--- config.mk ---
export PLATFORM = sky130hd
export DESIGN_NAME = id_stage_flat
export DESIGN_NICKNAME = d
export VERILOG_FILES = /design/src/rtl/id_stage_if.sv /design/src/rtl/id_stage.sv /design/src/flat_wrapper.sv
export SDC_FILE = /design/constraint.sdc
export NUM_CORES = 1
export LEC_CHECK = 0
export ABC_AREA = 1
export CORE_MARGIN = 1.5
export CORE_UTILIZATION = 45
export CTS_CLUSTER_DIAMETER = 120
export CTS_CLUSTER_SIZE = 28
export DETAILED_ROUTE_END_ITERATION = 10
export PLACE_DENSITY = 0.77
export SLEW_MARGIN = 30
export SYNTH_ARGS = -nofsm -noshare
export SYNTH_HDL_FRONTEND = slang
export SYNTH_SLANG_ARGS = --single-unit
--- constraint.sdc ---
create_clock -name i_clk -period 10.2 [get_ports i_clk]
set_input_delay 1.02 -clock i_clk [delete_from_list [all_inputs] [get_ports i_clk]]
set_output_delay 1.02 -clock i_clk [all_outputs]
set_load 0.1 [all_outputs]
--- src/rtl/id_stage_if.sv ---
// Decode-stage buses: fetch handshake, gpr read ports, writeback, EX bundle.
// slave is the decode stage's view, master is the surrounding pipeline's.
interface id_stage_if #(
  parameter int AW = 5,
  parameter int DW = 32
);
  logic          i_if_valid;
  logic          o_if_ready;
  logic [31:0]   i_if_pc;
  logic [31:0]   i_if_inst;
  logic          o_rs1_re;
  logic [AW-1:0] o_rs1_addr;
  logic [DW-1:0] i_rs1_r_data;
  logic          o_rs2_re;
  logic [AW-1:0] o_rs2_addr;
  logic [DW-1:0] i_rs2_r_data;
  logic          i_wb_we;
  logic [AW-1:0] i_wb_addr;
  logic          o_ex_valid;
  logic          i_ex_ready;
  logic [31:0]   o_ex_pc;
  logic [6:0]    o_ex_opcode;
  logic [2:0]    o_ex_funct3;
  logic          o_ex_funct7b5;
  logic [DW-1:0] o_ex_rs1_data;
  logic [DW-1:0] o_ex_rs2_data;
  logic [31:0]   o_ex_imm;
  logic [AW-1:0] o_ex_rd_addr;
  logic          o_ex_rd_we;
  logic          o_ex_illegal;

  modport slave (
    input  i_if_valid, i_if_pc, i_if_inst,
    input  i_rs1_r_data, i_rs2_r_data,
    input  i_wb_we, i_wb_addr, i_ex_ready,
    output o_if_ready, o_rs1_re, o_rs1_addr,
    output o_rs2_re, o_rs2_addr, o_ex_valid,
    output o_ex_pc, o_ex_opcode, o_ex_funct3,
    output o_ex_funct7b5, o_ex_rs1_data,
    output o_ex_rs2_data, o_ex_imm,
    output o_ex_rd_addr, o_ex_rd_we, o_ex_illegal
  );

  modport master (
    output i_if_valid, i_if_pc, i_if_inst,
    output i_rs1_r_data, i_rs2_r_data,
    output i_wb_we, i_wb_addr, i_ex_ready,
    input  o_if_ready, o_rs1_re, o_rs1_addr,
    input  o_rs2_re, o_rs2_addr, o_ex_valid,
    input  o_ex_pc, o_ex_opcode, o_ex_funct3,
    input  o_ex_funct7b5, o_ex_rs1_data,
    input  o_ex_rs2_data, o_ex_imm,
    input  o_ex_rd_addr, o_ex_rd_we, o_ex_illegal
  );
endinterface

--- src/rtl/id_stage.sv ---
// RV32I decode stage: decode, hazard-checked gpr read, registered EX bundle.
// A busy-bit scoreboard set on EX handoff and cleared by writeback.
module id_stage #(
  parameter int REG_ADDR_BUS_WIDTH = 5,
  parameter int REG_DATA_BUS_WIDTH = 32,
  parameter int NUMBER_OF_GPR      = 32
) (
  input logic       i_clk,
  input logic       i_rst,
  id_stage_if.slave bus
);
  localparam int AW = REG_ADDR_BUS_WIDTH;
  localparam int DW = REG_DATA_BUS_WIDTH;

  localparam logic [1:0] S_IDLE  = 2'd0;
  localparam logic [1:0] S_CHECK = 2'd1;
  localparam logic [1:0] S_READ  = 2'd2;
  localparam logic [1:0] S_OUT   = 2'd3;

  localparam logic [6:0] OP_LUI   = 7'b0110111;
  localparam logic [6:0] OP_AUIPC = 7'b0010111;
  localparam logic [6:0] OP_JAL   = 7'b1101111;
  localparam logic [6:0] OP_JALR  = 7'b1100111;
  localparam logic [6:0] OP_LOAD  = 7'b0000011;
  localparam logic [6:0] OP_IMM   = 7'b0010011;
  localparam logic [6:0] OP_BR    = 7'b1100011;
  localparam logic [6:0] OP_ST    = 7'b0100011;
  localparam logic [6:0] OP_OP    = 7'b0110011;
  localparam logic [6:0] OP_MEM   = 7'b0001111;
  localparam logic [6:0] OP_SYS   = 7'b1110011;

  logic [1:0]               state_q, state_d;
  logic [31:0]              pc_q, pc_d;
  logic [31:0]              inst_q, inst_d;
  logic [NUMBER_OF_GPR-1:0] busy_q, busy_d;
  logic [31:0]              ex_pc_q, ex_pc_d;
  logic [6:0]               ex_op_q, ex_op_d;
  logic [2:0]               ex_f3_q, ex_f3_d;
  logic                     ex_f7_q, ex_f7_d;
  logic [DW-1:0]            ex_d1_q, ex_d1_d;
  logic [DW-1:0]            ex_d2_q, ex_d2_d;
  logic [31:0]              ex_imm_q, ex_imm_d;
  logic [AW-1:0]            ex_rd_q, ex_rd_d;
  logic                     ex_we_q, ex_we_d;
  logic                     ex_ill_q, ex_ill_d;

  logic [6:0]    opcode;
  logic [AW-1:0] rs1, rs2, rd;
  logic [31:0]   imm;
  logic          use1, use2, use_rd, illegal;
  logic          rd_we, rd1, rd2, haz, hs;

  assign opcode = inst_q[6:0];
  assign rs1    = inst_q[19:15];
  assign rs2    = inst_q[24:20];
  assign rd     = inst_q[11:7];

  always_comb begin
    use1    = 1'b0;
    use2    = 1'b0;
    use_rd  = 1'b0;
    illegal = 1'b0;
    imm     = '0;
    unique case (1'b1)
      opcode == OP_LUI,
      opcode == OP_AUIPC: begin
        use_rd = 1'b1;
        imm    = {inst_q[31:12], 12'h000};
      end
      opcode == OP_JAL: begin
        use_rd = 1'b1;
        imm    = {{12{inst_q[31]}}, inst_q[19:12],
                  inst_q[20], inst_q[30:21], 1'b0};
      end
      opcode == OP_JALR,
      opcode == OP_LOAD,
      opcode == OP_IMM: begin
        use1   = 1'b1;
        use_rd = 1'b1;
        imm    = {{20{inst_q[31]}}, inst_q[31:20]};
      end
      opcode == OP_BR: begin
        use1 = 1'b1;
        use2 = 1'b1;
        imm  = {{20{inst_q[31]}}, inst_q[7],
                inst_q[30:25], inst_q[11:8], 1'b0};
      end
      opcode == OP_ST: begin
        use1 = 1'b1;
        use2 = 1'b1;
        imm  = {{20{inst_q[31]}}, inst_q[31:25],
                inst_q[11:7]};
      end
      opcode == OP_OP: begin
        use1   = 1'b1;
        use2   = 1'b1;
        use_rd = 1'b1;
      end
      opcode == OP_MEM,
      opcode == OP_SYS: begin
        imm = {{20{inst_q[31]}}, inst_q[31:20]};
      end
      default: illegal = 1'b1;
    endcase
  end

  // illegal ops use no registers, so they never see a hazard
  assign rd_we = use_rd && (rd != '0);
  assign rd1   = use1 && (rs1 != '0);
  assign rd2   = use2 && (rs2 != '0);
  assign haz   = (rd1 && busy_q[rs1]) ||
                 (rd2 && busy_q[rs2]) ||
                 (rd_we && busy_q[rd]);
  assign hs    = (state_q == S_OUT) && bus.i_ex_ready;

  always_comb begin
    state_d  = state_q;
    pc_d     = pc_q;
    inst_d   = inst_q;
    busy_d   = busy_q;
    ex_pc_d  = ex_pc_q;
    ex_op_d  = ex_op_q;
    ex_f3_d  = ex_f3_q;
    ex_f7_d  = ex_f7_q;
    ex_d1_d  = ex_d1_q;
    ex_d2_d  = ex_d2_q;
    ex_imm_d = ex_imm_q;
    ex_rd_d  = ex_rd_q;
    ex_we_d  = ex_we_q;
    ex_ill_d = ex_ill_q;
    if (bus.i_wb_we && (bus.i_wb_addr != '0))
      busy_d[bus.i_wb_addr] = 1'b0;
    if (hs && ex_we_q)
      busy_d[ex_rd_q] = 1'b1;
    busy_d[0] = 1'b0;
    case (state_q)
      S_IDLE: begin
        if (bus.i_if_valid) begin
          pc_d    = bus.i_if_pc;
          inst_d  = bus.i_if_inst;
          state_d = S_CHECK;
        end
      end
      S_CHECK: begin
        if (illegal || !haz)
          state_d = S_READ;
      end
      S_READ: begin
        ex_pc_d  = pc_q;
        ex_op_d  = opcode;
        ex_f3_d  = inst_q[14:12];
        ex_f7_d  = inst_q[30];
        ex_d1_d  = rd1 ? bus.i_rs1_r_data : '0;
        ex_d2_d  = rd2 ? bus.i_rs2_r_data : '0;
        ex_imm_d = imm;
        ex_rd_d  = rd;
        ex_we_d  = rd_we;
        ex_ill_d = illegal;
        state_d  = S_OUT;
      end
      S_OUT: begin
        if (bus.i_ex_ready)
          state_d = S_IDLE;
      end
      default: state_d = S_IDLE;
    endcase
  end

  always_ff @(posedge i_clk or posedge i_rst) begin
    if (i_rst) begin
      state_q  <= S_IDLE;
      pc_q     <= '0;
      inst_q   <= '0;
      busy_q   <= '0;
      ex_pc_q  <= '0;
      ex_op_q  <= '0;
      ex_f3_q  <= '0;
      ex_f7_q  <= 1'b0;
      ex_d1_q  <= '0;
      ex_d2_q  <= '0;
      ex_imm_q <= '0;
      ex_rd_q  <= '0;
      ex_we_q  <= 1'b0;
      ex_ill_q <= 1'b0;
    end else begin
      state_q  <= state_d;
      pc_q     <= pc_d;
      inst_q   <= inst_d;
      busy_q   <= busy_d;
      ex_pc_q  <= ex_pc_d;
      ex_op_q  <= ex_op_d;
      ex_f3_q  <= ex_f3_d;
      ex_f7_q  <= ex_f7_d;
      ex_d1_q  <= ex_d1_d;
      ex_d2_q  <= ex_d2_d;
      ex_imm_q <= ex_imm_d;
      ex_rd_q  <= ex_rd_d;
      ex_we_q  <= ex_we_d;
      ex_ill_q <= ex_ill_d;
    end
  end

  assign bus.o_if_ready    = (state_q == S_IDLE) && !i_rst;
  assign bus.o_rs1_re      = (state_q == S_CHECK) && !haz && rd1;
  assign bus.o_rs2_re      = (state_q == S_CHECK) && !haz && rd2;
  assign bus.o_rs1_addr    = rs1;
  assign bus.o_rs2_addr    = rs2;
  assign bus.o_ex_valid    = (state_q == S_OUT);
  assign bus.o_ex_pc       = ex_pc_q;
  assign bus.o_ex_opcode   = ex_op_q;
  assign bus.o_ex_funct3   = ex_f3_q;
  assign bus.o_ex_funct7b5 = ex_f7_q;
  assign bus.o_ex_rs1_data = ex_d1_q;
  assign bus.o_ex_rs2_data = ex_d2_q;
  assign bus.o_ex_imm      = ex_imm_q;
  assign bus.o_ex_rd_addr  = ex_rd_q;
  assign bus.o_ex_rd_we    = ex_we_q;
  assign bus.o_ex_illegal  = ex_ill_q;
endmodule
--- src/flat_wrapper.sv ---
// flat-port wrapper written by rule: the top's interface ports become plain ports
module id_stage_flat 
#(
  parameter int REG_ADDR_BUS_WIDTH = 5,
  parameter int REG_DATA_BUS_WIDTH = 32,
  parameter int NUMBER_OF_GPR      = 32
)
  (i_clk, i_rst, bus_i_if_valid, bus_i_if_pc, bus_i_if_inst, bus_i_rs1_r_data, bus_i_rs2_r_data, bus_i_wb_we, bus_i_wb_addr, bus_i_ex_ready, bus_o_if_ready, bus_o_rs1_re, bus_o_rs1_addr, bus_o_rs2_re, bus_o_rs2_addr, bus_o_ex_valid, bus_o_ex_pc, bus_o_ex_opcode, bus_o_ex_funct3, bus_o_ex_funct7b5, bus_o_ex_rs1_data, bus_o_ex_rs2_data, bus_o_ex_imm, bus_o_ex_rd_addr, bus_o_ex_rd_we, bus_o_ex_illegal);
  id_stage_if bus_i ();
  input logic i_clk;
  input logic i_rst;
  input wire logic [$bits(bus_i.i_if_valid)-1:0] bus_i_if_valid;
  input wire logic [$bits(bus_i.i_if_pc)-1:0] bus_i_if_pc;
  input wire logic [$bits(bus_i.i_if_inst)-1:0] bus_i_if_inst;
  input wire logic [$bits(bus_i.i_rs1_r_data)-1:0] bus_i_rs1_r_data;
  input wire logic [$bits(bus_i.i_rs2_r_data)-1:0] bus_i_rs2_r_data;
  input wire logic [$bits(bus_i.i_wb_we)-1:0] bus_i_wb_we;
  input wire logic [$bits(bus_i.i_wb_addr)-1:0] bus_i_wb_addr;
  input wire logic [$bits(bus_i.i_ex_ready)-1:0] bus_i_ex_ready;
  output wire logic [$bits(bus_i.o_if_ready)-1:0] bus_o_if_ready;
  output wire logic [$bits(bus_i.o_rs1_re)-1:0] bus_o_rs1_re;
  output wire logic [$bits(bus_i.o_rs1_addr)-1:0] bus_o_rs1_addr;
  output wire logic [$bits(bus_i.o_rs2_re)-1:0] bus_o_rs2_re;
  output wire logic [$bits(bus_i.o_rs2_addr)-1:0] bus_o_rs2_addr;
  output wire logic [$bits(bus_i.o_ex_valid)-1:0] bus_o_ex_valid;
  output wire logic [$bits(bus_i.o_ex_pc)-1:0] bus_o_ex_pc;
  output wire logic [$bits(bus_i.o_ex_opcode)-1:0] bus_o_ex_opcode;
  output wire logic [$bits(bus_i.o_ex_funct3)-1:0] bus_o_ex_funct3;
  output wire logic [$bits(bus_i.o_ex_funct7b5)-1:0] bus_o_ex_funct7b5;
  output wire logic [$bits(bus_i.o_ex_rs1_data)-1:0] bus_o_ex_rs1_data;
  output wire logic [$bits(bus_i.o_ex_rs2_data)-1:0] bus_o_ex_rs2_data;
  output wire logic [$bits(bus_i.o_ex_imm)-1:0] bus_o_ex_imm;
  output wire logic [$bits(bus_i.o_ex_rd_addr)-1:0] bus_o_ex_rd_addr;
  output wire logic [$bits(bus_i.o_ex_rd_we)-1:0] bus_o_ex_rd_we;
  output wire logic [$bits(bus_i.o_ex_illegal)-1:0] bus_o_ex_illegal;
  assign bus_i.i_if_valid = bus_i_if_valid;
  assign bus_i.i_if_pc = bus_i_if_pc;
  assign bus_i.i_if_inst = bus_i_if_inst;
  assign bus_i.i_rs1_r_data = bus_i_rs1_r_data;
  assign bus_i.i_rs2_r_data = bus_i_rs2_r_data;
  assign bus_i.i_wb_we = bus_i_wb_we;
  assign bus_i.i_wb_addr = bus_i_wb_addr;
  assign bus_i.i_ex_ready = bus_i_ex_ready;
  assign bus_o_if_ready = bus_i.o_if_ready;
  assign bus_o_rs1_re = bus_i.o_rs1_re;
  assign bus_o_rs1_addr = bus_i.o_rs1_addr;
  assign bus_o_rs2_re = bus_i.o_rs2_re;
  assign bus_o_rs2_addr = bus_i.o_rs2_addr;
  assign bus_o_ex_valid = bus_i.o_ex_valid;
  assign bus_o_ex_pc = bus_i.o_ex_pc;
  assign bus_o_ex_opcode = bus_i.o_ex_opcode;
  assign bus_o_ex_funct3 = bus_i.o_ex_funct3;
  assign bus_o_ex_funct7b5 = bus_i.o_ex_funct7b5;
  assign bus_o_ex_rs1_data = bus_i.o_ex_rs1_data;
  assign bus_o_ex_rs2_data = bus_i.o_ex_rs2_data;
  assign bus_o_ex_imm = bus_i.o_ex_imm;
  assign bus_o_ex_rd_addr = bus_i.o_ex_rd_addr;
  assign bus_o_ex_rd_we = bus_i.o_ex_rd_we;
  assign bus_o_ex_illegal = bus_i.o_ex_illegal;
  id_stage #(.REG_ADDR_BUS_WIDTH(REG_ADDR_BUS_WIDTH), .REG_DATA_BUS_WIDTH(REG_DATA_BUS_WIDTH), .NUMBER_OF_GPR(NUMBER_OF_GPR)) u_core (.i_clk(i_clk), .i_rst(i_rst), .bus(bus_i));
endmodule
==> summary.md, run 1 <==
| Metric | Value |
|---|---|
| Syn Inst Count | `1244` |
| Synth top area share | `0.564` |
| Final ANT Viol Nets | `0` |
| Post-synthesis mux area share | `0.0438` |
| CP Capture Type | `primary output` |
| Net switching power | `2.62 mW` |
| PnR worst setup slack | `5.06 ns` |
| Post-synth EDFFs | `0` |
| Largest family of logic cells by synthesized area | `simple AND/OR/NAND/NOR gates` |
| TritonCTS buffer count | `12` |
| Worst r2r src | `u_core.state_q[0]` |
| Critical path launch point | `u_core.inst_q[7]` |
| Hold crit path type | `reg -> reg` |
| Pwr/cell area | `334 mW/mm2` |
| Netlist cell types | `30` |
| Worst hold endpoint | `u_core.bus.o_ex_pc[6]` |
| Max Buffers Root-to-Sink | `3` |
| Largest net degree at the start of global routing | `100` |
| Synth Warn # | `0` |
| Die Y | `158 um` |
| Std-Cell Rows | `56` |
| F_max | `195 MHz` |
| Leak | `6.48 nW` |
| Most common cell in the netlist | `nand2_1` |
| Htree depth | `1` |
| Hold Violations, Final | `0` |
| Layout cells sized above 1 | `0.0712` |
| Worst EP arrival | `4.12 ns` |
| Critical path, cell by cell | `clkinv_1 -> nand2_1 -> nand3_1 -> nand2_1 -> nand2_1 -> nand2_1 -> nand2_1 -> nand2_1 -> nor2_1 -> nand2_1 -> nand4_1 -> nor2_1 -> clkdlybuf4s50_1` |
| DRC | `0` |
| Synth Cell Area | `0.0108 mm2` |
| Nets | `1632` |
| Fill count | `2021` |
| Grt ovf | `0` |
| Clk Tree Root Cell | `clkbuf_16` |
| Period utilisation layout | `0.504` |
| CP max-delay cell | `clkdlybuf4s50_1` |
| Ports | `298` |
| Worst Skew | `0.0200 ns` |
| PortBufs | `297` |
| Worst R2R Setup Slack | `7.51 ns` |
| Switching fraction of total power | `0.552` |
| Max-Cap Viols | `0` |
| Vias in the first global route | `9085` |
| Critical path required time | `9.18 ns` |
| Slowest Stage Delay on Critical Path | `1.20 ns` |
| Worst path depth | `13` |
| Seq/Total Area, Yosys | `0.564` |
| Post-Synth XOR/XNOR Area | `0` |
| WS Path Type | `reg -> out` |
| Clock share of power | `0.112` |
| Post-Syn Area per Cell | `8.67 um2` |
| First-pass GRT wire length | `49400 um` |
| Reg2reg end | `u_core.bus.o_ex_imm[0]` |
| Pre-CTS setup slack | `5.68 ns` |
| Clock sink total | `243` |
| Compound-Gate Fraction of Synth Area | `0.0924` |
| Drt first pass iters | `5` |
| Peak VDD IR | `307 uV` |
| Final min period | `5.14 ns` |
| Min-delay src | `u_core.bus.o_ex_pc[6]` |
| Reg clk slew, reported paths | `0.10 ns` |
| Slew Limit Fails | `0` |
| Final wirelength | `32000 um` |
| Die area | `0.0249 mm2` |
| Initial antenna violation count | `1` |
| Setup violators final | `0` |
| Die W | `158 um` |
| Least-Margin Pin Slew | `1.04 ns` |
| Startpoint types | `flop` |
| Syn Nets | `1387` |
| CP Max Fanout | `20` |
| Number of antenna diodes | `0` |
| Synth Area in Simple Gates | `0.246` |
| Via count | `9451` |
| Via density per instance | `5.23` |
| Hpwl dp | `22600 um` |
| Setup TNS Final | `0 ns` |
| Comb power frac | `0.568` |
| Synth top area cells | `dfrtp_1 56%, nand2_1 16%, nand3_1 6.0%, o21ai_0 5.7%, mux2_2 4.4%` |
| Layout area overhead | `31.6%` |
| CP most frequent cell | `nand2_1` |
| Post-synth ARST share | `1.00` |
| P_int | `2.12 mW` |
| WP buf/inv | `2` |
| Resized Gates After CTS | `0` |
| Top FF cell, synth | `dfrtp_1` |
| Starting Density | `0.460` |
| Max-slew headroom | `0.306` |
| Post-synth top cells | `455 x nand2_1, 243 x dfrtp_1, 130 x nand3_1, 123 x o21ai_0` |
| CTS tree | `built` |
| Initial DRC count | `785` |
| Seq pwr share | `0.319` |
| Hold buffer count at CTS | `0` |
| GRT Resource Usage Total | `0.254` |
| Worst Reg-to-Reg Cells | `5` |
| Synth area leader | `dfrtp_1` |
| Status | `completed` |
| Hold Path Depth | `2` |
| Post-synthesis adder-cell area fraction | `0.00580` |
| RSZ-0062 raised after global routing | `no` |
| CP top delay family | `buffers and inverters` |
| Average wire per standard cell | `17.7 um` |
| Area of the core | `0.0235 mm2` |
| Worst-Skew Late Latency | `0.49 ns` |
| Routability Congestion | `0.952` |
| #FFs+latches synth | `243` |
| Post-CTS Setup Bufs | `0` |
worst register-to-register path, delay by kind of cell, from the launching register on:
family | cells | cell delay, ns
AOI/OAI and AO/OA | 1 | 0.26
adders and majority gates | 1 | 0.28
buffers and inverters | 3 | 1.59
DFF | 1 | 0.41
cell usage in the layout (no fill, tap or decap), types with 6 or more instances in the layout:
| master | synthesis | layout |
|---|---|---|
| nand2_1 | 455 | 454 |
| clkdlybuf4s50_1 | 0 | 285 |
| dfrtp_1 | 243 | 243 |
| nand3_1 | 130 | 129 |
| o21ai_0 | 123 | 123 |
| mux2_2 | 42 | 42 |
| inv_1 | 42 | 41 |
| nor2_1 | 41 | 41 |
| a21oi_1 | 27 | 27 |
| o21ai_1 | 21 | 21 |
| clkbuf_16 | 0 | 13 |
| a21oi_2 | 11 | 11 |
| buf_2 | 14 | 11 |
| inv_2 | 7 | 6 |
state kept, by name, summed over array words and instances (netlist names):
signal / flops
u_core.inst_q: 32
u_core.bus.o_ex_rd_addr: 5
u_core.bus.o_ex_funct7b5: 1
u_core.bus.o_ex_rd_we: 1
u_core.bus.o_ex_rs2_data: 32
u_core.bus.o_ex_illegal: 1
u_core.bus.o_ex_imm: 32
u_core.bus.o_ex_opcode: 7
u_core.state_q: 2
u_core.bus.o_ex_rs1_data: 32
u_core.pc_q: 32
u_core.bus.o_ex_funct3: 3
u_core.busy_q: 31
u_core.bus.o_ex_pc: 32
final cells by class:
class	count	area, um2	area share
well taps	319	399	0.0281
multi-input cells	878	4210	0.296
inverters	51	201	0.0142
flip-flops and latches	243	6080	0.428
clock inverters	1	11.3	0.000793
repair buffers	303	2970	0.209
clock buffers	13	325	0.0229
power groups by stage:
stage                     combinational, mW  clock [mW]  sequential, mW
after CTS                              2.72       0.550            1.51
final                                  2.70       0.534            1.52
after global placement                 2.69           0            1.51
after global routing                   2.85       0.581            1.56
after floorplan                        1.00           0            2.56
after detailed placement               2.71           0            1.53
layer usage:
layer / part of all wire / global-route usage / routed length (um)
met3: 0.11 / 0.0791 / 3380
met5: 0 / 0 / 0
met4: 0.028 / 0.0759 / 906
met1: 0.40 / 0.324 / 12900
met2: 0.46 / 0.415 / 14800
metrics by stage:
step	area [um2]	instances	utilization	hold WS (ns)	total power [mW]
floorplan	10800	1244	-	0.444	3.56
global placement	13900	1794	0.592	0.450	4.21
detailed placement	13900	1794	0.591	0.458	4.24
CTS	14200	1808	0.605	0.478	4.78
global route	14200	1808	0.605	0.504	4.99
finish	14200	1808	0.605	0.479	4.75
worst max path at each step:
| stage | slack [ns] | endpoint |
|---|---|---|
| after CTS | 5.16 | bus_o_rs2_re |
| after floorplan | 2.51 | u_core.bus.o_ex_funct3[0] |
| after global routing | 4.75 | bus_o_rs2_re |
| after detailed placement | 5.68 | bus_o_rs2_re |
| final | 5.06 | bus_o_rs2_re |
| after global placement | 5.56 | bus_o_rs2_re |
cells by family (layout without fill, tap and decap cells):
kind of cell    count (synthesis)  in the layout
simple gates                  643            643
flops                         243            243
compound gates                188            188
buf+inv                       123            368
mux                            42             42
fa+ha+maj                       5              5
Note: power is estimated with default switching activity, not from simulation.
==> run 2: changes to the inputs <==
--- a/config.mk
+++ b/config.mk
@@ -7,11 +7,11 @@
 export LEC_CHECK = 0
 export ABC_AREA = 1
 export CORE_MARGIN = 1.5
-export CORE_UTILIZATION = 45
+export CORE_UTILIZATION = 44
 export CTS_CLUSTER_DIAMETER = 120
 export CTS_CLUSTER_SIZE = 28
 export DETAILED_ROUTE_END_ITERATION = 10
-export PLACE_DENSITY = 0.77
+export PLACE_DENSITY = 0.78
 export SLEW_MARGIN = 30
 export SYNTH_ARGS = -nofsm -noshare
 export SYNTH_HDL_FRONTEND = slang
==> constraint.sdc (replaced) <==
create_clock -name i_clk -period 4.56 [get_ports i_clk]
set_input_delay 0.456 -clock i_clk [delete_from_list [all_inputs] [get_ports i_clk]]
set_output_delay 0.456 -clock i_clk [all_outputs]
set_load 0.1 [all_outputs]
==> summary.md, run 2 (same netlist as run 1, synthesis figures left out) <==
| Metric | Value |
|---|---|
| GRT Resource Usage Total | `0.253 (-0.000832)` |
| Pwr Total | `10.6 mW (+120%)` |
| Final min period | `3.47 ns` |
| Final wirelength | `31900 um (-0.31%)` |
| Startpoint types | `flop` |
| Die Y | `160 um (+1.1%)` |
| Grt ovf | `0 (unchanged)` |
| Clock sink total | `243 (unchanged)` |
| Area of the core | `0.0242 mm2 (+3.0%)` |
| Routability Congestion | `0.905 (-4.9%)` |
| Max-slew headroom | `0.306 (about the same)` |
| Reg clk slew, reported paths | `0.11 ns (about the same)` |
| Hpwl dp | `22100 um (-2.3%)` |
| RSZ-0062 raised after global routing | `no` |
| Most used routing layer | `met2` |
| Worst Skew | `0.0123 ns (-0.00770 ns)` |
| Clock share of power | `0.114 (+0.002)` |
| Vias in the first global route | `9333 (+2.7%)` |
| Fin area | `0.0142 mm2 (+0.20%)` |
| Leak | `6.50 nW (+0.35%)` |
| Max-Cap Viols | `0 (unchanged)` |
| GR Util met1 | `0.343 (+0.0188)` |
| Status | `completed` |
| Ports | `298 (unchanged)` |
| Layout area overhead | `31.9%` |
| Die W | `160 um (+1.1%)` |
| Commonest non-fill, non-tap cell in the layout | `nand2_1` |
| Setup TNS Final | `0 ns (unchanged)` |
| Critical path launch point | `u_core.inst_q[7]` |
| Slew Limit Fails | `0 (unchanged)` |
| Critical path required time | `4.10 ns (-5.08 ns)` |
| F_max | `288 MHz` |
| Starting Density | `0.446 (-0.0134)` |
| Net switching power | `5.86 mW (+120%)` |
| Final ANT Viol Nets | `0 (unchanged)` |
| PnR worst setup slack | `1.09 ns (-3.98 ns)` |
| Worst EP arrival | `3.02 ns (-1.10 ns)` |
| Hold Violations, Final | `0 (unchanged)` |
| Pre-CTS setup slack | `1.65 ns (-4.04 ns)` |
| Comb power frac | `0.566 (-0.002)` |
| Layout Cells excl Fill | `1817 (+0.50%)` |
| Peak VDD IR | `616 uV (+100%)` |
| Max Buffers Root-to-Sink | `3 (unchanged)` |
| Pwr/cell area | `747 mW/mm2 (+120%)` |
| DRC | `0 (unchanged)` |
| Die area | `0.0255 mm2 (+2.2%)` |
| Layout cells sized above 1 | `0.0757 (+0.00455)` |
| Drt first pass iters | `5 (unchanged)` |
| Post-CTS Setup Bufs | `0 (unchanged)` |
| Post-placement cell area | `0.0139 mm2 (+0.38%)` |
| Resized Gates After CTS | `0 (unchanged)` |
| Initial antenna violation count | `0 (-1)` |
| Average wire per standard cell | `17.6 um (-0.80%)` |
| CP Capture Type | `primary output` |
| CTS tree | `built` |
| Nets | `1634 (+0.12%)` |
| Met3 global-route usage | `0.0654 (-0.0137)` |
| Global-route met2 utilization | `0.400 (-0.0155)` |
| PortBufs | `297 (unchanged)` |
| First-pass GRT wire length | `51500 um (+4.3%)` |
| Commonest non-fill, non-tap cells in the layout | `454 x nand2_1, 280 x clkdlybuf4s50_1, 243 x dfrtp_1, 130 x nand3_1, 123 x o21ai_0` |
| WS Path Type | `reg -> out` |
| Hold crit path type | `in -> async` |
| Worst-Skew Late Latency | `0.49 ns (about the same)` |
| Worst R2R Setup Slack | `2.03 ns (-5.48 ns)` |
| P_int | `4.77 mW (+120%)` |
| Htree depth | `1 (unchanged)` |
| Period utilisation layout | `0.762` |
| Worst r2r src | `u_core.state_q[0]` |
| Initial DRC count | `907 (+16%)` |
| Via density per instance | `5.27 (+0.73%)` |
| Worst Reg-to-Reg Cells | `5 (unchanged)` |
| Clk Tree Root Cell | `clkbuf_16` |
| Worst hold slack | `0.364 ns (-0.114 ns)` |
| Switching fraction of total power | `0.551 (-0.00128)` |
| Least-Margin Pin Slew | `1.04 ns (+0.000228 ns)` |
| Hold buffer count at CTS | `0 (unchanged)` |
| Setup violators final | `0 (unchanged)` |
| Reg2reg end | `u_core.bus.o_ex_imm[10]` |
| Placed Cells incl. Taps | `1801 (+0.39%)` |
| Final core occ | `0.588 (-0.0164)` |
| CP Max Fanout | `20 (unchanged)` |
| Std-Cell Rows | `57 (+1.8%)` |
| Seq pwr share | `0.319 (about the same)` |
| Largest net degree at the start of global routing | `138 (+38%)` |
| Via count | `9567 (+1.2%)` |
| TritonCTS buffer count | `12 (unchanged)` |
-- run 2: cell types whose count changed in the layout (fill, tap and decap cells not counted), sizes merged --
cell,before,now
diode,0,1
clkdlybuf4s50,285,280
buf,17,23
inv,50,49
clkinvlp,0,1
clkbuf,14,16
-- run 2: how the worst max path moves through the flow --
stage	endpoint	slack, ns	cells past startpoint
global route	bus_o_rs2_re	0.70	13
floorplan	u_core.bus.o_ex_funct3[0]	0.91	1
detailed placement	bus_o_rs2_re	1.65	11
CTS	bus_o_rs2_re	1.09	11
finish	bus_o_rs2_re	1.09	11
global placement	bus_o_rs2_re	1.69	13
-- run 2: layout make-up --
type | instances | area [um2]
fillers | 2114 | 9950
well taps | 324 | 405
clock inverters | 1 | 8.76
multi-input cells | 878 | 4200
repair buffers | 305 | 2990
flip-flops and latches | 243 | 6080
clock buffers | 14 | 339
inverters | 51 | 198
diodes | 1 | 2.50
-- run 2: critical path: stages (launching register included) --
cell and delay (ns):
dfrtp_1 0.75, clkinv_1 0.58, nand2_1 0.17, nand3_1 0.09, nand3_1 0.10, nand3_1 0.09, nand2_1 0.08, nand2_1 0.05
nand2_1 0.09, nand4_1 0.11, nor2_1 0.11, buf_4 0.31
-- run 2: routing by layer --
| layer | part of all wire | up-vias |
|---|---|---|
| met5 | 0 | - |
| met4 | 0.032 | 0 |
| li1 | - | 4523 |
| met1 | 0.43 | 4582 |
| met3 | 0.087 | 57 |
| met2 | 0.45 | 405 |
-- run 2: power by group through the flow --
| stage | clock network (mW) | registers [mW] | logic, mW |
|---|---|---|---|
| 6_report | 1.22 | 3.39 | 6.02 |
| 2_1_floorplan | 0 | 5.72 | 2.24 |
| 3_5_place_dp | 0 | 3.42 | 6.07 |
| 4_1_cts | 1.25 | 3.39 | 6.09 |
| 3_3_place_gp | 0 | 3.39 | 6.03 |
| 5_1_grt | 1.32 | 3.49 | 6.38 |
==> run 3: changes to the inputs <==
--- a/config.mk
+++ b/config.mk
@@ -7,11 +7,11 @@
 export LEC_CHECK = 0
 export ABC_AREA = 1
 export CORE_MARGIN = 1.5
-export CORE_UTILIZATION = 44
+export CORE_UTILIZATION = 45
 export CTS_CLUSTER_DIAMETER = 120
 export CTS_CLUSTER_SIZE = 28
 export DETAILED_ROUTE_END_ITERATION = 10
-export PLACE_DENSITY = 0.78
+export PLACE_DENSITY = 0.77
 export SLEW_MARGIN = 30
 export SYNTH_ARGS = -nofsm -noshare
 export SYNTH_HDL_FRONTEND = slang
==> constraint.sdc (replaced) <==
create_clock -name i_clk -period 3.6 [get_ports i_clk]
set_input_delay 0.36 -clock i_clk [delete_from_list [all_inputs] [get_ports i_clk]]
set_output_delay 0.36 -clock i_clk [all_outputs]
set_load 0.1 [all_outputs]
==> summary.md, run 3 (same netlist as run 1, synthesis figures left out) <==
| Metric | Value |
|---|---|
| Grt ovf | `0 (unchanged)` |
| Reg clk slew, reported paths | `0.11 ns (about the same)` |
| Period utilisation layout | `0.911` |
| Hold crit path type | `in -> async` |
| Number of antenna diodes | `0 (-1)` |
| Max-Cap Viols | `0 (unchanged)` |
| Comb power frac | `0.567 (about the same)` |
| Worst r2r src | `u_core.state_q[0]` |
| Slew Limit Fails | `0 (unchanged)` |
| Placed Cells incl. Taps | `1799 (-0.11%)` |
| Largest net degree at the start of global routing | `91 (-34%)` |
| Starting Density | `0.460 (+0.0134)` |
| Worst Skew | `0.0123 ns (-0.0000824 ns)` |
| P_int | `6.05 mW (+27%)` |
| Fin area | `0.0143 mm2 (+0.42%)` |
| Layout Cells excl Fill | `1813 (-0.22%)` |
| Average wire per standard cell | `17.9 um (+2.1%)` |
| Nets | `1637 (+0.18%)` |
| Clk Tree Root Cell | `clkbuf_16` |
| Hpwl dp | `22900 um (+3.6%)` |
| Final ANT Viol Nets | `0 (unchanged)` |
| Startpoint types | `flop` |
| Worst hold slack | `0.295 ns (-0.0689 ns)` |
| Die Y | `158 um (-1.1%)` |
| Drt first pass iters | `7 (+2)` |
| Via density per instance | `5.28 (+0.25%)` |
| Std-Cell Rows | `56 (-1.8%)` |
| CP max-delay cell | `dfrtp_1` |
| Pwr/cell area | `946 mW/mm2 (+27%)` |
| Area of the core | `0.0235 mm2 (-2.9%)` |
| Vias in the first global route | `9131 (-2.2%)` |
| Peak VDD IR | `695 uV (+13%)` |
| CP Capture Type | `primary output` |
| Worst-Skew Late Latency | `0.49 ns (about the same)` |
| Resized Gates After CTS | `0 (unchanged)` |
| Max Buffers Root-to-Sink | `3 (unchanged)` |
| Slowest Stage Delay on Critical Path | `0.74 ns (about the same)` |
| Leak | `6.52 nW (+0.25%)` |
| WS Path Type | `reg -> out` |
| Seq pwr share | `0.319 (about the same)` |
| PnR worst setup slack | `0.320 ns (-0.766 ns)` |
| Die W | `158 um (-1.1%)` |
| Layout area overhead | `32.4%` |
| Worst Reg-to-Reg Cells | `5 (unchanged)` |
| Initial DRC count | `941 (+3.7%)` |
| Register area | `0.00608 mm2 (about the same)` |
| Pwr Total | `13.5 mW (+27%)` |
| Critical path, cell by cell | `inv_2 -> nand2_1 -> nand3_1 -> nand2_1 -> nand2_1 -> nand2_1 -> inv_1 -> nand2_1 -> nand2_1 -> nand3b_1 -> nand4_1 -> nor2_1 -> buf_12` |
| Multi-input gate area | `0.00420 mm2 (unchanged)` |
| Max-slew headroom | `0.303 (-0.00309)` |
| First-pass GRT wire length | `50000 um (-2.8%)` |
| Die area | `0.0249 mm2 (-2.2%)` |
| Final min period | `3.28 ns` |
| Hold buffer count at CTS | `0 (unchanged)` |
| Clock share of power | `0.114 (about the same)` |
| Fill count | `2034 (-3.8%)` |
| Worst R2R Setup Slack | `1.19 ns (-0.84 ns)` |
| Switching fraction of total power | `0.553 (+0.00158)` |
| Net switching power | `7.47 mW (+28%)` |
| Commonest non-fill, non-tap cell in the layout | `nand2_1` |
| Post-CTS Setup Bufs | `0 (unchanged)` |
| RSZ-0062 raised after global routing | `no` |
| CP most frequent cell | `nand2_1` |
| TritonCTS buffer count | `12 (unchanged)` |
| Reg2reg end | `u_core.bus.o_ex_rs2_data[19]` |
| Via count | `9570 (+0.031%)` |
| Hold Violations, Final | `0 (unchanged)` |
| Final core occ | `0.609 (+0.0202)` |
| Commonest non-fill, non-tap cells in the layout | `454 x nand2_1, 282 x clkdlybuf4s50_1, 242 x dfrtp_1, 130 x nand3_1, 123 x o21ai_0` |
| DRC | `0 (unchanged)` |
| Least-Margin Pin Slew | `1.04 ns (+0.00462 ns)` |
| Status | `completed` |
| Htree depth | `1 (unchanged)` |
| F_max | `305 MHz` |
| Final wirelength | `32500 um (+1.8%)` |
| CTS tree | `built` |
| CP Max Fanout | `19 (-5.0%)` |
| Critical path required time | `3.24 ns (-0.86 ns)` |
| Ports | `298 (unchanged)` |
| WP buf/inv | `3 (+1)` |
| Routability Congestion | `0.885 (-2.3%)` |
| Layout cells sized above 1 | `0.0770 (+0.00124)` |
| PortBufs | `297 (unchanged)` |
| Initial antenna violation count | `1 (+1)` |
| Setup TNS Final | `0 ns (unchanged)` |
| CP top delay family | `simple AND/OR/NAND/NOR gates` |
| Pre-CTS setup slack | `0.689 ns (-0.957 ns)` |
| Clock sink total | `243 (unchanged)` |
| GRT Resource Usage Total | `0.259 (+0.00509)` |
| Post-placement cell area | `0.0140 mm2 (+0.42%)` |
| Setup violators final | `0 (unchanged)` |
| Worst EP arrival | `2.92 ns (-0.10 ns)` |
## run 3: cell count changes in the layout (fill, tap and decap cells not counted), moves of 2 or more
cell / previous run / this run
clkdlybuf4s50_1: 280 / 282
buf_12: 3 / 6
buf_4: 7 / 9
buf_2: 13 / 10
## run 3: routing by layer
| layer | routed length (um) | vias up | share of wire | global-route usage |
|---|---|---|---|---|
| li1 | - | 4534 | - | - |
| met1 | 13500 | 4519 | 0.41 | 0.341 |
| met2 | 14600 | 449 | 0.45 | 0.406 |
| met3 | 3390 | 66 | 0.10 | 0.0843 |
| met4 | 1000 | 2 | 0.031 | 0.0768 |
| met5 | 13 | - | 0.00040 | 0 |
## run 3: power groups by stage
stage	combinational, mW	sequential, mW	clock [mW]
final	7.67	4.31	1.54
after global routing	8.11	4.43	1.66
after CTS	7.74	4.30	1.57
after detailed placement	7.73	4.35	0
after global placement	7.65	4.32	0
after floorplan	2.84	7.25	0
## run 3: cell type report
class                   instances  share of cell area
flip-flops and latches        243               0.426
multi-input cells             878               0.294
repair buffers                308               0.215
well taps                     319              0.0279
clock buffers                  13              0.0228
inverters                      51              0.0141
clock inverters                 1            0.000788
## run 3: worst max-delay path by stage
stage | startpoint | endpoint | slack (ns) | cells past startpoint
5_1_grt | u_core.inst_q[20] | bus_o_rs1_re | 0.08 | 13
3_3_place_gp | u_core.inst_q[7] | bus_o_rs2_re | 0.74 | 13
2_1_floorplan | i_rst | u_core.bus.o_ex_funct3[0] | 0.05 | 1
4_1_cts | u_core.inst_q[7] | bus_o_rs1_re | 0.15 | 13
6_report | u_core.inst_q[20] | bus_o_rs1_re | 0.32 | 13
3_5_place_dp | u_core.inst_q[7] | bus_o_rs1_re | 0.69 | 13
==> edit 1, RTL diff (flow settings as in run 3) <==
`NUMBER_OF_GPR` is set to 32 in 2 places; all go to 48.
--- a/src/rtl/id_stage.sv
+++ b/src/rtl/id_stage.sv
@@ -3,7 +3,7 @@
 module id_stage #(
   parameter int REG_ADDR_BUS_WIDTH = 5,
   parameter int REG_DATA_BUS_WIDTH = 32,
-  parameter int NUMBER_OF_GPR      = 32
+  parameter int NUMBER_OF_GPR      = 48
 ) (
   input logic       i_clk,
   input logic       i_rst,
--- a/src/flat_wrapper.sv
+++ b/src/flat_wrapper.sv
@@ -3,7 +3,7 @@
 #(
   parameter int REG_ADDR_BUS_WIDTH = 5,
   parameter int REG_DATA_BUS_WIDTH = 32,
-  parameter int NUMBER_OF_GPR      = 32
+  parameter int NUMBER_OF_GPR      = 48
 )
   (i_clk, i_rst, bus_i_if_valid, bus_i_if_pc, bus_i_if_inst, bus_i_rs1_r_data, bus_i_rs2_r_data, bus_i_wb_we, bus_i_wb_addr, bus_i_ex_ready, bus_o_if_ready, bus_o_rs1_re, bus_o_rs1_addr, bus_o_rs2_re, bus_o_rs2_addr, bus_o_ex_valid, bus_o_ex_pc, bus_o_ex_opcode, bus_o_ex_funct3, bus_o_ex_funct7b5, bus_o_ex_rs1_data, bus_o_ex_rs2_data, bus_o_ex_imm, bus_o_ex_rd_addr, bus_o_ex_rd_we, bus_o_ex_illegal);
   id_stage_if bus_i ();
Formal check against the unedited RTL: same outputs for any inputs over 4 cycles, from zero or initial values and one cycle with i_rst high; that may be too few to reach the edited logic, so the function may still have changed.
==> edit 1 against run 3 <==
- utilization increased by 0.090 points
- synthesized area increased by 0.20%
- setup slack improved by 0.0060 ns
- critical path depth decreased by 5
- routed wire length increased by 0.56%
- sequential power decreased by 0.9%
- global-route usage decreased by 0.45 points
- power decreased by 0.19%
- final area increased by 0.45%
- via count increased by 0.34%
- sequential cell count unchanged
- combinational power increased by 0.7%
==> edit 1: results (changes against run 3) <==
| Metric | Value |
|---|---|
| Top cells by count, synth | nand2_1 (445), dfrtp_1 (243), o21ai_0 (158) |
| Starting DRT DRC Count | 814 (-13%) |
| Initial antenna violation count | 2 (+1) |
| Nets | 1,627 (-0.61%) |
| DR WL/cell | 18.1 µm (+1.0%) |
| Synth Instances | 1,228 (-1.3%) |
| Post-DP HPWL | 23,900 µm (+4.3%) |
| Place WS | 0.672 ns (-0.0169 ns) |
| GPL Wtd Cong | 0.979 (+11%) |
| R2R Setup Slk | 1.13 ns (-0.06 ns) |
| Leakage power figure | 6.45 nW (-1.0%) |
| First-pass DRT Iterations | 6 (-1) |
| Fin crit share | 91.0% (-0.17 points) |
| Crit path largest cell delay | 0.59 ns (-0.15 ns) |
| Synth area leaders | dfrtp_1 (56%), nand2_1 (15%), o21ai_0 (7.3%) |
| Worst Skew | 0.0163 ns (+0.00409 ns) |
| Least-Margin Pin Slew | 1.05 ns (+0.00418 ns) |
| R2r endpoint | u_core.bus.o_ex_rs1_data[2] |
| CP endpoint | bus_o_rs2_re |
| Largest net degree at the start of global routing | 77 (-15%) |
| Status | complete, no violations |
| Filler Cells Inserted | 2,035 (+0.049%) |
| Share of post-route cells with drive strength above 1 | 8.02% (+0.32 points) |
| Global-route usage over all layers | 25.4% (-0.45 points) |
| Crit Path Max Fanout | 34 (+15) |
| Worst R2R Path Depth | 6 (+1) |
| First-pass GRT wire length | 49,600 µm (-0.97%) |
| VDD IR max | 0.910 mV (+31%) |
| Cell Int Power | 6.09 mW (+0.69%) |
| Worst setup path start | u_core.inst_q[15] |
| Post-synthesis net count | 1,371 (-1.2%) |
| CP arrival | 2.91 ns (about the same) |
| Placed cell count | 1,789 (-0.56%) |
| WL final | 32,700 µm (+0.56%) |
[edit 1: changes by cell type in the layout (fill, tap and decap cells not counted), sizes merged, moves of 2 or more]
cell / delta
a21o: +4
a21oi: -12
a22oi: -4
buf: +5
diode: +2
inv: +4
mux2: +3
nand2: -4
nand3: -32
nand4: +3
nor2: -11
o211ai: +12
o21ai: +15
o22ai: +4
[edit 1: cell families after synthesis]
kind of cell / after synthesis / synth area share [%]
buffers and inverters: 125 / 5.16
multiplexers: 45 / 4.69
AO/OA/AOI/OAI: 210 / 10.4
AND/OR/NAND/NOR: 600 / 22.9
flip-flops: 243 / 56.3
adder cells (fa/ha/maj): 5 / 0.579
[edit 1: how the worst min path moves through the flow]
stage,start,depth (start not counted),end
after floorplan,u_core.pc_q[0],2,u_core.bus.o_ex_pc[0]
after global placement,u_core.pc_q[2],2,u_core.bus.o_ex_pc[2]
after detailed placement,u_core.pc_q[15],2,u_core.bus.o_ex_pc[15]
after CTS,i_rst,2,u_core.bus.o_ex_imm[4]
after global routing,i_rst,2,u_core.bus.o_ex_imm[3]
final,i_rst,2,u_core.bus.o_ex_imm[16]
[edit 1: metal layers]
layer	vias up	part of all wire [%]	GRT usage, %
met2	447	46	41.1
li1	4499	-	-
met1	4582	41	33.6
met5	-	0	0
met4	0	3.8	10.3
met3	75	8.9	4.98
[edit 1: timing repair]
item / CTS / global route
hold buffers: 0 / 0
gates resized for setup: 0 / 2
setup buffers: 0 / 0
endpoints found under the setup margin: 0 / 1
[edit 1: stage by stage]
| stage | utilization, % | hold slack [ns] |
|---|---|---|
| after floorplan | - | 0.444 |
| after global placement | 59.6 | 0.448 |
| after detailed placement | 59.5 | 0.453 |
| after CTS | 60.9 | 0.284 |
| after global routing | 61.0 | 0.316 |
| final | 61.0 | 0.290 |
[edit 1: final cells by class]
class                   count  share of cell area (%)
diodes                      2                  0.0349
clock buffers              13                    2.27
clock inverters             1                  0.0785
inverters                  55                    1.50
multi-input cells         860                    29.3
flip-flops and latches    243                    42.4
well taps                 319                    2.78
repair buffers            312                    21.6
[edit 1: power groups by stage]
stage          registers (mW)  clock network (mW)  logic (mW)
2_1_floorplan            7.20                   0        2.90
3_3_place_gp             4.26                   0        7.67
3_5_place_dp             4.29                   0        7.72
4_1_cts                  4.25                1.56        7.74
5_1_grt                  4.37                1.64        8.15
6_report                 4.27                1.51        7.72
[edit 1: critical path: cells and delay by family, from the launching register on]
kind / cells / cell delay [ns]
buf+inv: 2 / 0.54
flops: 1 / 0.59
simple gates: 6 / 1.28
==> edit 2, RTL diff (settings of run 3) <==
Without the edit above. `ex_imm_q` no longer has a reset.
--- a/src/rtl/id_stage.sv
+++ b/src/rtl/id_stage.sv
@@ -178,7 +178,6 @@
       ex_f7_q  <= 1'b0;
       ex_d1_q  <= '0;
       ex_d2_q  <= '0;
-      ex_imm_q <= '0;
       ex_rd_q  <= '0;
       ex_we_q  <= 1'b0;
       ex_ill_q <= 1'b0;
@@ -193,11 +192,14 @@
       ex_f7_q  <= ex_f7_d;
       ex_d1_q  <= ex_d1_d;
       ex_d2_q  <= ex_d2_d;
-      ex_imm_q <= ex_imm_d;
       ex_rd_q  <= ex_rd_d;
       ex_we_q  <= ex_we_d;
       ex_ill_q <= ex_ill_d;
     end
+  end
+
+  always_ff @(posedge i_clk) begin
+    ex_imm_q <= ex_imm_d;
   end
 
   assign bus.o_if_ready    = (state_q == S_IDLE) && !i_rst;
Behaviour: differs if i_rst is asserted again (counterexample within 4 cycles, from zero or initial values and one cycle with i_rst high); with i_rst held inactive, the same outputs for 4 cycles.
==> edit 2 against run 3 <==
- first-iteration DRC count down 31%
- cell count down 3.4%
- sequential cell count is the same
- routed wire length decreased by 4.7%
- synthesized area decreased by 1.1%
- combinational power is 0.8% lower
- setup slack better by 0.032 ns
- synthesized cell count is 5.5% lower
- die area is 1.0% lower
- final area fell by 0.57%
- power is 0.14% lower
- critical endpoint unchanged
==> edit 2: results (changes against run 3) <==
| Metric | Value |
|---|---|
| Leakage power figure | 6.34 nW (-2.7%) |
| VDD IR max | 0.575 mV (-17%) |
| First-pass DRT Iterations | 6 (-1) |
| First-pass GRT wire length | 47,400 µm (-5.4%) |
| Post-synth EDFFs | 32 (+32) |
| Post-synthesis cell type count | 32 (+6.7%) |
| Global-route usage over all layers | 24.6% (-1.2 points) |
| Nets | 1,572 (-4.0%) |
| Share of post-route cells with drive strength above 1 | 7.68% (-0.016 points) |
| Status | complete, no violations |
| Via count | 9,229 (-3.6%) |
| R2R Setup Slk | 1.38 ns (+0.19 ns) |
| Mux cell area share after synthesis | 3.69% (-0.69 points) |
| R2r endpoint | u_core.inst_q[24] |
| Compound-gate portion of the synthesized area | 8.78% (-0.46 points) |
| WL final | 31,000 µm (-4.7%) |
| GPL Wtd Cong | 0.892 (+0.81%) |
| Largest net degree at the start of global routing | 106 (+16%) |
| Sequential fraction of the synthesis area | 58.5% (+2.1 points) |
| Synth area leaders | dfrtp_1 (49%), nand2_1 (14%), edfxtp_1 (9.0%) |
| Vias in the first global route | 8,667 (-5.1%) |
| Top cells by count, synth | nand2_1 (392), dfrtp_1 (211), nand3_1 (133) |
| Post-DP HPWL | 21,400 µm (-6.4%) |
| Synth async-reset ratio | 86.8% (-13 points) |
| Crit Path Max Fanout | 21 (+2) |
[edit 2: changes by cell type after synthesis, sizes merged, moves of 4 or more]
cell / run 3 / this run
nand2: 457 / 399
o211ai: 0 / 9
mux2: 42 / 35
nor3: 3 / 8
o22ai: 1 / 5
nor2: 47 / 54
o21ai: 145 / 121
nand3: 130 / 134
edfxtp: 0 / 32
inv: 49 / 57
a21oi: 38 / 32
dfrtp: 243 / 211
a22oi: 4 / 0
[edit 2: cells by family after synthesis]
| kind of cell | after synthesis |
|---|---|
| adder cells (fa/ha/maj) | 5 |
| AO/OA/AOI/OAI | 169 |
| multiplexers | 35 |
| AND/OR/NAND/NOR | 599 |
| flip-flops | 243 |
| buffers and inverters | 125 |
[edit 2: how the worst max path moves through the flow]
stage | start | endpoint | slack, ns | cells after the start
after CTS | u_core.inst_q[7] | bus_o_rs1_re | 0.35 | 11
after global routing | u_core.inst_q[7] | bus_o_rs1_re | 0.02 | 11
after detailed placement | u_core.inst_q[7] | bus_o_rs1_re | 0.88 | 11
after global placement | u_core.inst_q[7] | bus_o_rs2_re | 0.96 | 11
after floorplan | i_rst | u_core.bus.o_ex_funct3[0] | 0.50 | 1
final | u_core.inst_q[7] | bus_o_rs1_re | 0.35 | 11
[edit 2: cell type report]
type | count | area, µm²
clock buffer | 16 | 337
fill | 2028 | 9200
antenna | 1 | 2.50
tap | 319 | 399
inverter | 57 | 223
sequential | 243 | 6240
multi-input combinational | 808 | 3920
timing repair buffer | 307 | 3080
clock inverter | 1 | 11.3
[edit 2: where the power goes]
part | internal (mW) | total (mW) | switching, mW
Combinational | 1.78 | 7.61 | 5.84
Sequential | 3.69 | 4.34 | 0.654
Clock | 0.672 | 1.55 | 0.874
Total | 6.14 | 13.5 | 7.36
[edit 2: layer usage]
metal | vias to the layer above | track usage (%) | wire length [µm] | share of wire [%]
met5 | - | 0 | 13 | 0.042
met4 | 2 | 7.68 | 889 | 2.9
met3 | 63 | 6.22 | 3020 | 9.8
met2 | 423 | 39.4 | 14400 | 46
met1 | 4394 | 33.0 | 12700 | 41
li1 | 4347 | - | - | -
[edit 2: through the flow]
| stage | hold slack, ns | worst slack, ns | cells |
|---|---|---|---|
| detailed placement | 0.455 | 0.880 | 1734 |
| global placement | 0.445 | 0.964 | 1734 |
| global route | 0.393 | 0.0247 | 1751 |
| finish | 0.369 | 0.351 | 1752 |
| CTS | 0.379 | 0.348 | 1751 |
| floorplan | 0.441 | 0.498 | 1176 |
